File: src/rtl/scrambler_64b66b.sv
// 64b/66b transmit scrambler, G(x) = 1 + x^39 + x^58, payload only.
// Ports: clk, reset (sync, active-high); s_axis_* in; m_axis_* out.
// Param SEED: non-zero scrambler state loaded on reset.
// Option: define SCRAMBLER_BYPASS_EN to add the cfg_bypass input
//   (1 = pass payload unscrambled and freeze the state).
// A registered-ready skid buffer decouples s_axis_tready from m_axis_tready.
module scrambler_64b66b #(
  parameter logic [57:0] SEED = 58'h3FF_FFFF_FFFF_FFFF
) (
  input  logic        clk,
  input  logic        reset,
`ifdef SCRAMBLER_BYPASS_EN
  input  logic        cfg_bypass,
`endif
  input  logic [1:0]  s_axis_ttype,
  input  logic [63:0] s_axis_tdata,
  input  logic        s_axis_tvalid,
  output logic        s_axis_tready,
  output logic [1:0]  m_axis_ttype,
  output logic [63:0] m_axis_tdata,
  output logic        m_axis_tvalid,
  input  logic        m_axis_tready
);

  // x[57:0] is the prior history (x[57] newest), x[58+i] is S[i];
  // each output bit taps the bits 39 and 58 positions back.
  function automatic logic [63:0] scramble(
    input logic [57:0] st,
    input logic [63:0] d
  );
    logic [121:0] x;
    x = {64'b0, st};
    for (int i = 0; i < 64; i++) begin
      x[58+i] = d[i] ^ x[i+19] ^ x[i];
    end
    return x[121:58];
  endfunction

  logic [57:0] state_q, state_d;
  logic        out_vld_q, out_vld_d;
  logic [1:0]  out_typ_q, out_typ_d;
  logic [63:0] out_dat_q, out_dat_d;
  logic        skd_vld_q, skd_vld_d;
  logic [1:0]  skd_typ_q, skd_typ_d;
  logic [63:0] skd_dat_q, skd_dat_d;
  logic        rdy_q, rdy_d;

  logic        byp;
  logic        s_hs;
  logic        out_free;
  logic [63:0] scr;
  logic [63:0] new_dat;

  always_comb begin
`ifdef SCRAMBLER_BYPASS_EN
    byp = cfg_bypass;
`else
    byp = 1'b0;
`endif
    scr      = scramble(state_q, s_axis_tdata);
    new_dat  = byp ? s_axis_tdata : scr;
    s_hs     = s_axis_tvalid && rdy_q;
    out_free = !out_vld_q || m_axis_tready;

    state_d   = state_q;
    out_vld_d = out_vld_q;
    out_typ_d = out_typ_q;
    out_dat_d = out_dat_q;
    skd_vld_d = skd_vld_q;
    skd_typ_d = skd_typ_q;
    skd_dat_d = skd_dat_q;

    if (s_hs && !byp) begin
      state_d = scr[63:6];
    end

    if (out_free) begin
      // Skid can only be full while ready is low, so no new
      // word competes with it for the output register.
      if (skd_vld_q) begin
        out_vld_d = 1'b1;
        out_typ_d = skd_typ_q;
        out_dat_d = skd_dat_q;
        skd_vld_d = 1'b0;
      end else if (s_hs) begin
        out_vld_d = 1'b1;
        out_typ_d = s_axis_ttype;
        out_dat_d = new_dat;
      end else begin
        out_vld_d = 1'b0;
      end
    end else if (s_hs) begin
      skd_vld_d = 1'b1;
      skd_typ_d = s_axis_ttype;
      skd_dat_d = new_dat;
    end

    rdy_d = !skd_vld_d;
  end

  always_ff @(posedge clk) begin
    if (reset) begin
      state_q   <= SEED;
      out_vld_q <= 1'b0;
      out_typ_q <= 2'b0;
      out_dat_q <= 64'b0;
      skd_vld_q <= 1'b0;
      skd_typ_q <= 2'b0;
      skd_dat_q <= 64'b0;
      rdy_q     <= 1'b1;
    end else begin
      state_q   <= state_d;
      out_vld_q <= out_vld_d;
      out_typ_q <= out_typ_d;
      out_dat_q <= out_dat_d;
      skd_vld_q <= skd_vld_d;
      skd_typ_q <= skd_typ_d;
      skd_dat_q <= skd_dat_d;
      rdy_q     <= rdy_d;
    end
  end

  assign s_axis_tready = rdy_q;
  assign m_axis_tvalid = out_vld_q;
  assign m_axis_ttype  = out_typ_q;
  assign m_axis_tdata  = out_dat_q;

endmodule

File: config.mk
export PLATFORM = sky130hd
export DESIGN_NAME = scrambler_64b66b
export DESIGN_NICKNAME = d
export VERILOG_FILES = /design/src/rtl/scrambler_64b66b.sv
export SDC_FILE = /design/constraint.sdc
export NUM_CORES = 1
export LEC_CHECK = 0
export BUFFER_PORTS_ARGS = -buffer_cell sky130_fd_sc_hd__buf_2
export CAP_MARGIN = 20
export CELL_PAD_IN_SITES_DETAIL_PLACEMENT = 0
export CELL_PAD_IN_SITES_GLOBAL_PLACEMENT = 1
export CORE_MARGIN = 2
export CORE_UTILIZATION = 30
export CTS_CLUSTER_DIAMETER = 150
export DETAILED_ROUTE_END_ITERATION = 12
export GPL_TIMING_DRIVEN = 0
export PLACE_DENSITY = 0.65
export SYNTH_ARGS = -nofsm -noshare
export SYNTH_HDL_FRONTEND = slang
export SYNTH_SLANG_ARGS = --single-unit
File: constraint.sdc
create_clock -name clk -period 3.3 [get_ports clk]
set_clock_uncertainty 0.15 [all_clocks]
set_input_delay 0.495 -clock clk [delete_from_list [all_inputs] [get_ports clk]]
set_output_delay 0.495 -clock clk [all_outputs]
set_load 0.1 [all_outputs]
==> results of run 1 <==
-- path summary, 6_finish.rpt --
| path | to | slack (ns) | cells after the start | startpoint |
|---|---|---|---|---|
| worst max-delay path | m_axis_tdata[31] | 1.05 | 6 | skd_vld_q |
| worst min-delay path | skd_typ_q[0] | 0.18 | 3 | s_axis_ttype[0] |
| worst max register to register | m_axis_tdata[31] | 1.05 | 6 | skd_vld_q |
| worst min register to register | skd_dat_q[47] | 0.31 | 2 | skd_dat_q[47] |
-- flip-flops by register name (all words and copies together), names as in the netlist --
signal,flops
skd_vld_q,1
skd_dat_q,64
state_q,58
skd_typ_q,2
s_axis_tready,1
m_axis_tvalid,1
m_axis_ttype,2
m_axis_tdata,64
-- through the flow --
stage	setup WS (ns)	hold slack [ns]	util	cell area [sq um]	cells
finish	1.049	0.1753	0.3631	10710	1507
global route	0.9698	0.1895	0.3631	10710	1507
CTS	1.059	0.1608	0.3631	10710	1507
detailed placement	0.9604	0.2961	0.3429	10110	1475
global placement	0.9676	0.2907	0.3429	10110	1475
floorplan	1.036	0.2860	-	8935	948
-- kinds of logic after synthesis --
kind of cell,Yosys count,share of synthesized area
flops,193,0.4324
buf+inv,74,0.03795
xor+xnor,95,0.1836
mux,27,0.03025
compound gates,193,0.1552
simple gates,366,0.1606
-- power by group through the flow --
| stage | registers, W | logic (W) | clock network [W] |
|---|---|---|---|
| 6_report | 0.00277 | 0.00283 | 0.00213 |
| 5_1_grt | 0.00280 | 0.00300 | 0.00225 |
| 4_1_cts | 0.00277 | 0.00285 | 0.00217 |
| 3_5_place_dp | 0.00282 | 0.00283 | 0 |
| 3_3_place_gp | 0.00282 | 0.00284 | 0 |
| 2_1_floorplan | 0.00357 | 0.00138 | 0 |
-- Yosys cell counts (all sizes together), types with 25 or more instances --
library cell  instances  area (sq um)
a211o                33         289.0
a211oi               66         620.6
a21oi                92         460.4
buf                  29         166.4
clkbuf               44         168.9
dfxtp               193          3864
mux2i                27         270.3
nand2               105         394.1
nor2                218         818.3
nor3                 39         195.2
xnor2                25         406.6
xnor3                45          1015
xor2                 25         219.0
-- routing by layer --
layer,vias to the layer above,wire length (um),global-route usage
met3,27,1103,0.02283
met1,3447,14010,0.2633
met5,-,0,0
met2,178,13690,0.3065
li1,3534,-,-
met4,0,470,0.04649
-- worst max-delay path: stages (launching register included) --
cell,delay [ns]
dfxtp_1,0.30
buf_2,0.31
buf_2,0.41
clkbuf_1,0.43
nor2_1,0.10
a211oi_1,0.34
nor3_1,0.09
-- cell usage in the layout (no fill, tap or decap), types with 2 or more instances in the layout --
| cell | instances |
|---|---|
| clkbuf_16 | 17 |
| nand2_1 | 105 |
| mux2i_1 | 27 |
| nor3_1 | 39 |
| dfxtp_1 | 193 |
| clkbuf_1 | 43 |
| a211o_1 | 33 |
| nor2_1 | 218 |
| buf_4 | 6 |
| buf_1 | 5 |
| buf_6 | 2 |
| inv_8 | 3 |
| a211oi_1 | 41 |
| clkinv_8 | 2 |
| clkinvlp_4 | 3 |
| buf_2 | 153 |
| clkinv_4 | 2 |
| a21oi_1 | 92 |
| xor2_1 | 25 |
| xnor2_2 | 25 |
| a211oi_2 | 25 |
| inv_6 | 4 |
| xnor3_1 | 44 |
-- area by class of cell --
class                   instances  area (sq um)  area share
clock buffers                  17         425.4     0.03974
flip-flops and latches        193          3864      0.3609
multi-input cells             681          4732      0.4420
well taps                     390         488.0     0.04558
repair buffers                137         685.7     0.06405
plain buffers                  73         335.3     0.03132
inverters                       1         3.754   0.0003506
clock inverters                15         171.4     0.01601
==> run_results.csv, run 1 <==
group,metric,value,unit
status,status,"completed",
sta,setup_tns,0,ns
clocking,clockRootBuffer,"clkbuf_16",
pwr,totalPowerFinal,0.007738,W
pwr,clock_power_share,0.276,
sta,maxSlewViolCount,0,
sta,hold_viol_final,0,
synthesis,netlist_instances,948,
pwr,share_seq_of_total_power,0.358,
worst_setup_path,cp-end-kind,"flop",
route,vias,7186,
pwr,leakage,4.734,nW
route,vias_per_cell,4.768,
route,dr.pass1.iters,5,
route,wire_per_inst,19.42,um
synthesis,async_reset_ff_frac,0,
clocking,cts.repair.resized,0,
synthesis,syn_avg_cell_area,9.425,sq um
finish,drive_above_1_share,0.2202,
floorplanning,io_pins,138,
global_routing,grt_pass1_wl,42890,um
pwr,p_sw,0.003168,W
floorplanning,dieArea,31180,sq um
synthesis,seq_area_frac_synth,0.4324,
clocking,cts_setup_buffers,0,
worst_setup_path,crit_arrival,2.42,ns
route,drtAntennaViolNets,0,
pwr,swShare,0.4095,
clocking,clkLatencyLatePin,0.43,ns
synthesis,synth_nets,1018,
global_routing,antenna_found_initial,0,
sta,finalCriticalPeriod,2.251,ns
sta,relSlewSlack,0.3897,
route,drc,0,
floorplanning,coreArea,29480,sq um
clocking,cts_buffer_depth,2,
sta,fin_crit_sh,0.6820,
worst_setup_path,critPathKind,"flop to flop",
floorplanning,fp.dieH,176.6,um
clocking,cts_tree,"built",
finish,antenna_cells,0,
sta,fmax,444.3,MHz
synthesis,synth_enable_flop_cells,0,
pwr,p_int,0.004570,W
worst_hold_path,hp-class,"primary input to flop",
clocking,htreeDepth,4,
clocking,cts_sinks,193,
global_routing,grt_pass1_vias,6725,
synthesis,synthDistinctLibCells,26,
synthesis,ys.warnings.count,0,
clocking,hold_buffers,0,
finish,area_growth,19.82,%
clocking,path_clk_slew,0.08,ns
synthesis,synth-main-ff-cell,"dfxtp_1",
global_routing,grt_max_degree,20,
synthesis,synth_area,8935,sq um
pwr,power_density,722.8,nW/um^2
worst_setup_path,crit_required,3.47,ns
floorplanning,dieWidth,176.6,um
sta,worst_slew_pin_slew,0.9154,ns
route,wirelength,29270,um
route,drt_iter0_markers,393,
sta,setup_viol,0,
worst_setup_path,startpoint_type,"flop",
clocking,cts_inserted_buffers,17,
pwr,combPwrFrac,0.366,
finish,final_net_count,1174,
synthesis,ys_ff_latch,193,
global_routing,track_usage,0.1876,
placed_design,gp_congestion,0.8316,
floorplanning,start_util,0.3031,
finish,fillCellCount,3142,
global_routing,grt_overflow,0,
floorplanning,num_rows,63,
sta,rsz0062_at_grt,"no",
run,max_cap_viol_count,0,
placed_design,portBuffers,137,
pwr,irDropWorstVdd,0.0003777,V
worst_setup_path,crit_path_max_fanout,10,
placed_design,dp_hpwl,22630,um
Power figures use the tool's default switching activity.
==> inputs of run 2 (changes only) <==
- clock period: 3.3 -> 2.3 ns (I/O delays scaled with it)
==> run_results.csv, run 2 (same netlist as run 1, synthesis figures left out) <==
group,metric,value,unit
status,status,"completed",
worst_setup_path,cpMostUsedCell,"buf_2",
worst_hold_path,worstHoldStart,"s_axis_ttype[0]",
sta,fin_crit_sh,0.9228,
floorplanning,start_util,0.3031,
worst_setup_path,r2r-start,"skd_vld_q",
finish,register_area,3864,sq um
finish,final_common_cell,"nor2_1",
route,wire_per_inst,19.43,um
worst_setup_path,crit_arrival,2.29,ns
sta,fmax,471.1,MHz
sta,setup_viol,0,
route,wirelength,29280,um
clocking,hold_buffers,0,
sta,relSlewSlack,0.3886,
pwr,clock_power_share,0.276,
pwr,combPwrFrac,0.366,
worst_setup_path,cp-end-kind,"flop",
worst_setup_path,crit_path_max_incr_delay,0.41,ns
clocking,cts_inserted_buffers,17,
pwr,p_int,0.006557,W
worst_setup_path,crit_required,2.47,ns
worst_setup_path,crit_chain,"buf_2 -> buf_2 -> clkbuf_2 -> nor2_1 -> a211oi_1 -> nor3_1",
sta,setup_tns,0,ns
finish,area_growth,19.83,%
floorplanning,dieArea,31180,sq um
finish,drive_above_1_share,0.2211,
finish,final_net_count,1174,
worst_setup_path,r2r_slack,0.18,ns
floorplanning,dieWidth,176.6,um
sta,rsz0062_at_grt,"no",
worst_setup_path,crit_path_max_fanout,10,
pwr,swShare,0.4096,
placed_design,gp_congestion,0.8316,
finish,multiInputGateArea,4732,sq um
pwr,power_density,1037,nW/um^2
placed_design,dp_hpwl,22630,um
global_routing,grt_max_degree,20,
route,drt_iter0_markers,393,
global_routing,track_usage,0.1876,
pwr,totalPowerFinal,0.01111,W
route,vias_per_cell,4.771,
worst_setup_path,startpoint_type,"flop",
pwr,p_sw,0.004549,W
finish,fillCellCount,3142,
route,drtAntennaViolNets,0,
floorplanning,io_pins,138,
worst_setup_path,rr_endpoint,"m_axis_tdata[31]",
sta,maxSlewViolCount,0,
clocking,clockRootBuffer,"clkbuf_16",
sta,hold_viol_final,0,
finish,layout_common_cells,"nor2_1, dfxtp_1, buf_2",
worst_hold_path,min_path_cells,3,
pwr,irDropWorstVdd,0.0005420,V
placed_design,portBuffers,137,
sta,worst_slew_pin_slew,0.9171,ns
route,dr.pass1.iters,5,
worst_setup_path,cp_slowest_cell,"buf_2",
route,drc,0,
worst_hold_path,hold_end,"skd_typ_q[0]",
clocking,path_clk_slew,0.08,ns
floorplanning,coreArea,29480,sq um
global_routing,antenna_found_initial,0,
floorplanning,num_rows,63,
clocking,clkLatencyLatePin,0.43,ns
clocking,cts_buffer_depth,2,
run,max_cap_viol_count,0,
global_routing,grt_overflow,0,
global_routing,grt_pass1_wl,42890,um
floorplanning,fp.dieH,176.6,um
clocking,cts_setup_buffers,0,
clocking,cts_tree,"built",
worst_hold_path,hp-class,"primary input to flop",
worst_setup_path,rr_worst_depth,6,
clocking,cts_sinks,193,
sta,finalCriticalPeriod,2.123,ns
worst_setup_path,critPathKind,"flop to flop",
pwr,share_seq_of_total_power,0.358,
global_routing,grt_pass1_vias,6725,
finish,antenna_cells,0,
pwr,leakage,4.737,nW
clocking,htreeDepth,4,
route,vias,7190,
[run 2: changes by cell type in the layout (fill, tap and decap cells not counted)]
cell | previous run | this run
clkbuf_2 | 0 | 1
clkbuf_1 | 43 | 42
[run 2: how the worst max path moves through the flow]
stage                  start               end  slack, ns  cells past startpoint
6_report           skd_vld_q  m_axis_tdata[31]       0.18                      6
4_1_cts            skd_vld_q  m_axis_tdata[31]       0.06                      6
3_3_place_gp       skd_vld_q  m_axis_tdata[35]       0.08                      6
5_1_grt        s_axis_tready     skd_dat_q[15]      0.006                      5
2_1_floorplan  s_axis_tready  m_axis_tdata[33]       0.04                      7
3_5_place_dp       skd_vld_q  m_axis_tdata[31]       0.07                      6
[run 2: metal layers]
metal / share of wire / GRT usage / wire [um]
met1: 0.48 / 0.2633 / 14050
met2: 0.47 / 0.3065 / 13710
met3: 0.036 / 0.02283 / 1049
met4: 0.016 / 0.04649 / 470
met5: 0 / 0 / 0
[run 2: area by class of cell]
type / instances / area share
clock buffers: 17 / 0.03973
well taps: 390 / 0.04558
clock inverters: 15 / 0.01601
multi-input cells: 681 / 0.4420
plain buffers: 73 / 0.03144
inverters: 1 / 0.0003506
flip-flops and latches: 193 / 0.3609
repair buffers: 137 / 0.06404
[run 2: power groups by stage]
stage | clock network, W | registers (W) | logic [W]
2_1_floorplan | 0 | 0.00512 | 0.00198
3_3_place_gp | 0 | 0.00404 | 0.00407
3_5_place_dp | 0 | 0.00405 | 0.00407
4_1_cts | 0.00311 | 0.00397 | 0.00409
5_1_grt | 0.00323 | 0.00402 | 0.00430
6_report | 0.00306 | 0.00397 | 0.00407
[run 2: timing repair]
action | in CTS | in global routing
setup endpoints to repair | 0 | 2
endpoints found under the hold margin | 0 | 0
gates resized for setup | 0 | 2
[run 2: per-stage QoR]
stage / std cells / util / setup WS (ns) / cell area, sq um / hold WS [ns]
after floorplan: 948 / - / 0.03595 / 8935 / 0.2860
after global placement: 1475 / 0.3429 / 0.08220 / 10110 / 0.2907
after detailed placement: 1475 / 0.3429 / 0.06503 / 10110 / 0.2961
after CTS: 1507 / 0.3631 / 0.05941 / 10710 / 0.01078
after global routing: 1507 / 0.3632 / 0.006034 / 10710 / 0.03952
final: 1507 / 0.3632 / 0.1775 / 10710 / 0.02524
[run 2: worst max-delay path, delay by kind of cell, from the launching register on]
| kind | cells | cell delay [ns] |
|---|---|---|
| buffers and inverters | 3 | 1.03 |
| and+or+nand+nor | 2 | 0.17 |
| AOI/OAI and AO/OA | 1 | 0.36 |
| DFF | 1 | 0.30 |
==> inputs of run 3 (changes only) <==
- CAP_MARGIN: 20 -> default
- GPL_TIMING_DRIVEN: 0 -> default
==> run_results.csv, run 3 (same netlist as run 1, synthesis figures left out) <==
group,metric,value,unit
status,status,"completed",
sta,fin_ws,0.4877,ns
route,vias_per_cell,4.766,
worst_setup_path,cp-end-kind,"flop",
route,dr.pass1.iters,5,
placed_design,place_ws,0.4886,ns
pwr,share_seq_of_total_power,0.357,
finish,register_area,3867,sq um
route,drtAntennaViolNets,0,
worst_setup_path,cp_slowest_cell,"xnor3_1",
finish,final_common_cell,"nor2_1",
pwr,swShare,0.3896,
floorplanning,coreArea,29480,sq um
pwr,p_sw,0.004341,W
route,wirelength,27640,um
sta,rsz0062_at_grt,"no",
pwr,leakage,4.768,nW
route,wire_per_inst,18.91,um
global_routing,track_usage,0.1766,
worst_setup_path,crit_path_max_fanout,4,
clocking,cts.repair.resized,0,
floorplanning,dieWidth,176.6,um
worst_setup_path,crit_path_max_incr_delay,0.45,ns
global_routing,grt_overflow,0,
global_routing,grt_pass1_wl,40770,um
sta,setup_tns,0,ns
sta,relSlewSlack,0.5424,
floorplanning,num_rows,63,
clocking,cts_tree,"built",
floorplanning,io_pins,138,
sta,fmax,551.8,MHz
clocking,hold_buffers,2,
finish,drive_above_1_share,0.2323,
finish,multiInputGateArea,4745,sq um
finish,final_net_count,1131,
clocking,cts_buffer_depth,2,
worst_setup_path,crit_chain,"xnor3_1 -> xnor2_2 -> mux2i_1 -> a211oi_2",
clocking,cts_inserted_buffers,17,
finish,area_growth,20.33,%
floorplanning,dieArea,31180,sq um
clocking,htreeDepth,4,
pwr,clock_power_share,0.274,
clocking,clockRootBuffer,"clkbuf_16",
route,drt_iter0_markers,421,
worst_setup_path,critPathKind,"flop to flop",
finish,layout_common_cells,"nor2_1, dfxtp_1, buf_2",
placed_design,gp_congestion,0.7618,
placed_design,portBuffers,137,
floorplanning,start_util,0.3031,
sta,maxSlewViolCount,0,
clocking,clkLatencyLatePin,0.43,ns
global_routing,grt_pass1_vias,6565,
run,max_cap_viol_count,0,
finish,fillCellCount,3084,
sta,setup_viol,0,
finish,antenna_cells,0,
clocking,cts_setup_buffers,0,
worst_setup_path,startpoint_type,"flop",
global_routing,antenna_found_initial,0,
sta,fin_crit_sh,0.7880,
pwr,p_int,0.006801,W
global_routing,grt_max_degree,69,
placed_design,dp_hpwl,19830,um
sta,hold_viol_final,0,
worst_hold_path,hp-class,"primary input to flop",
worst_setup_path,r2r_slack,0.49,ns
route,vias,6968,
pwr,irDropWorstVdd,0.0006163,V
worst_setup_path,crit_arrival,1.96,ns
pwr,combPwrFrac,0.369,
pwr,power_density,1036,nW/um^2
floorplanning,fp.dieH,176.6,um
clocking,cts_sinks,193,
worst_setup_path,crit_required,2.44,ns
sta,finalCriticalPeriod,1.812,ns
sta,worst_slew_pin_slew,0.6865,ns
clocking,path_clk_slew,0.07,ns
route,drc,0,
run 3: path summary, 6_finish.rpt:
check / startpoint / endpoint / cells past startpoint
hold reg to reg: skd_dat_q[41] / skd_dat_q[41] / 2
setup / recovery: state_q[29] / m_axis_tdata[49] / 4
hold / removal: m_axis_tready / m_axis_tvalid / 3
setup reg to reg: state_q[29] / m_axis_tdata[49] / 4
run 3: cell type report:
class	instances	area share
sequential	193	0.3597
tap	390	0.04539
timing repair buffer	167	0.09857
inverter	1	0.0003491
multi-input combinational	681	0.4413
clock inverter	11	0.01443
clock buffer	19	0.04027
run 3: per-stage QoR:
step / std cells / utilization / hold WS [ns] / instance area, sq um / power, W
floorplan: 948 / - / 0.2860 / 8935 / 0.007098
global placement: 1430 / 0.3441 / 0.2910 / 10140 / 0.008161
detailed placement: 1430 / 0.3441 / 0.2976 / 10140 / 0.008183
CTS: 1462 / 0.3647 / 0.2050 / 10750 / 0.01127
global route: 1462 / 0.3647 / 0.2811 / 10750 / 0.01163
finish: 1462 / 0.3647 / 0.2317 / 10750 / 0.01114
run 3: power groups by stage:
stage	Sequential, W	Clock, W	Combinational (W)
global placement	0.00405	0	0.00411
floorplan	0.00512	0	0.00198
global route	0.00402	0.00325	0.00436
finish	0.00398	0.00306	0.00411
CTS	0.00398	0.00314	0.00415
detailed placement	0.00405	0	0.00413
run 3: layer usage:
layer	routed length (um)	track usage	vias to the layer above	part of all wire
li1	-	-	3447	-
met1	13280	0.2523	3317	0.48
met2	12460	0.2728	177	0.45
met3	1332	0.02735	27	0.048
met4	571	0.05647	0	0.021
met5	0	0	-	0
run 3: worst max-delay path: cells and delay by family, from the launching register on:
kind | cells | cell delay (ns)
XOR/XNOR | 2 | 0.65
multiplexers | 1 | 0.34
AO/OA/AOI/OAI | 1 | 0.12
flip-flops | 1 | 0.40
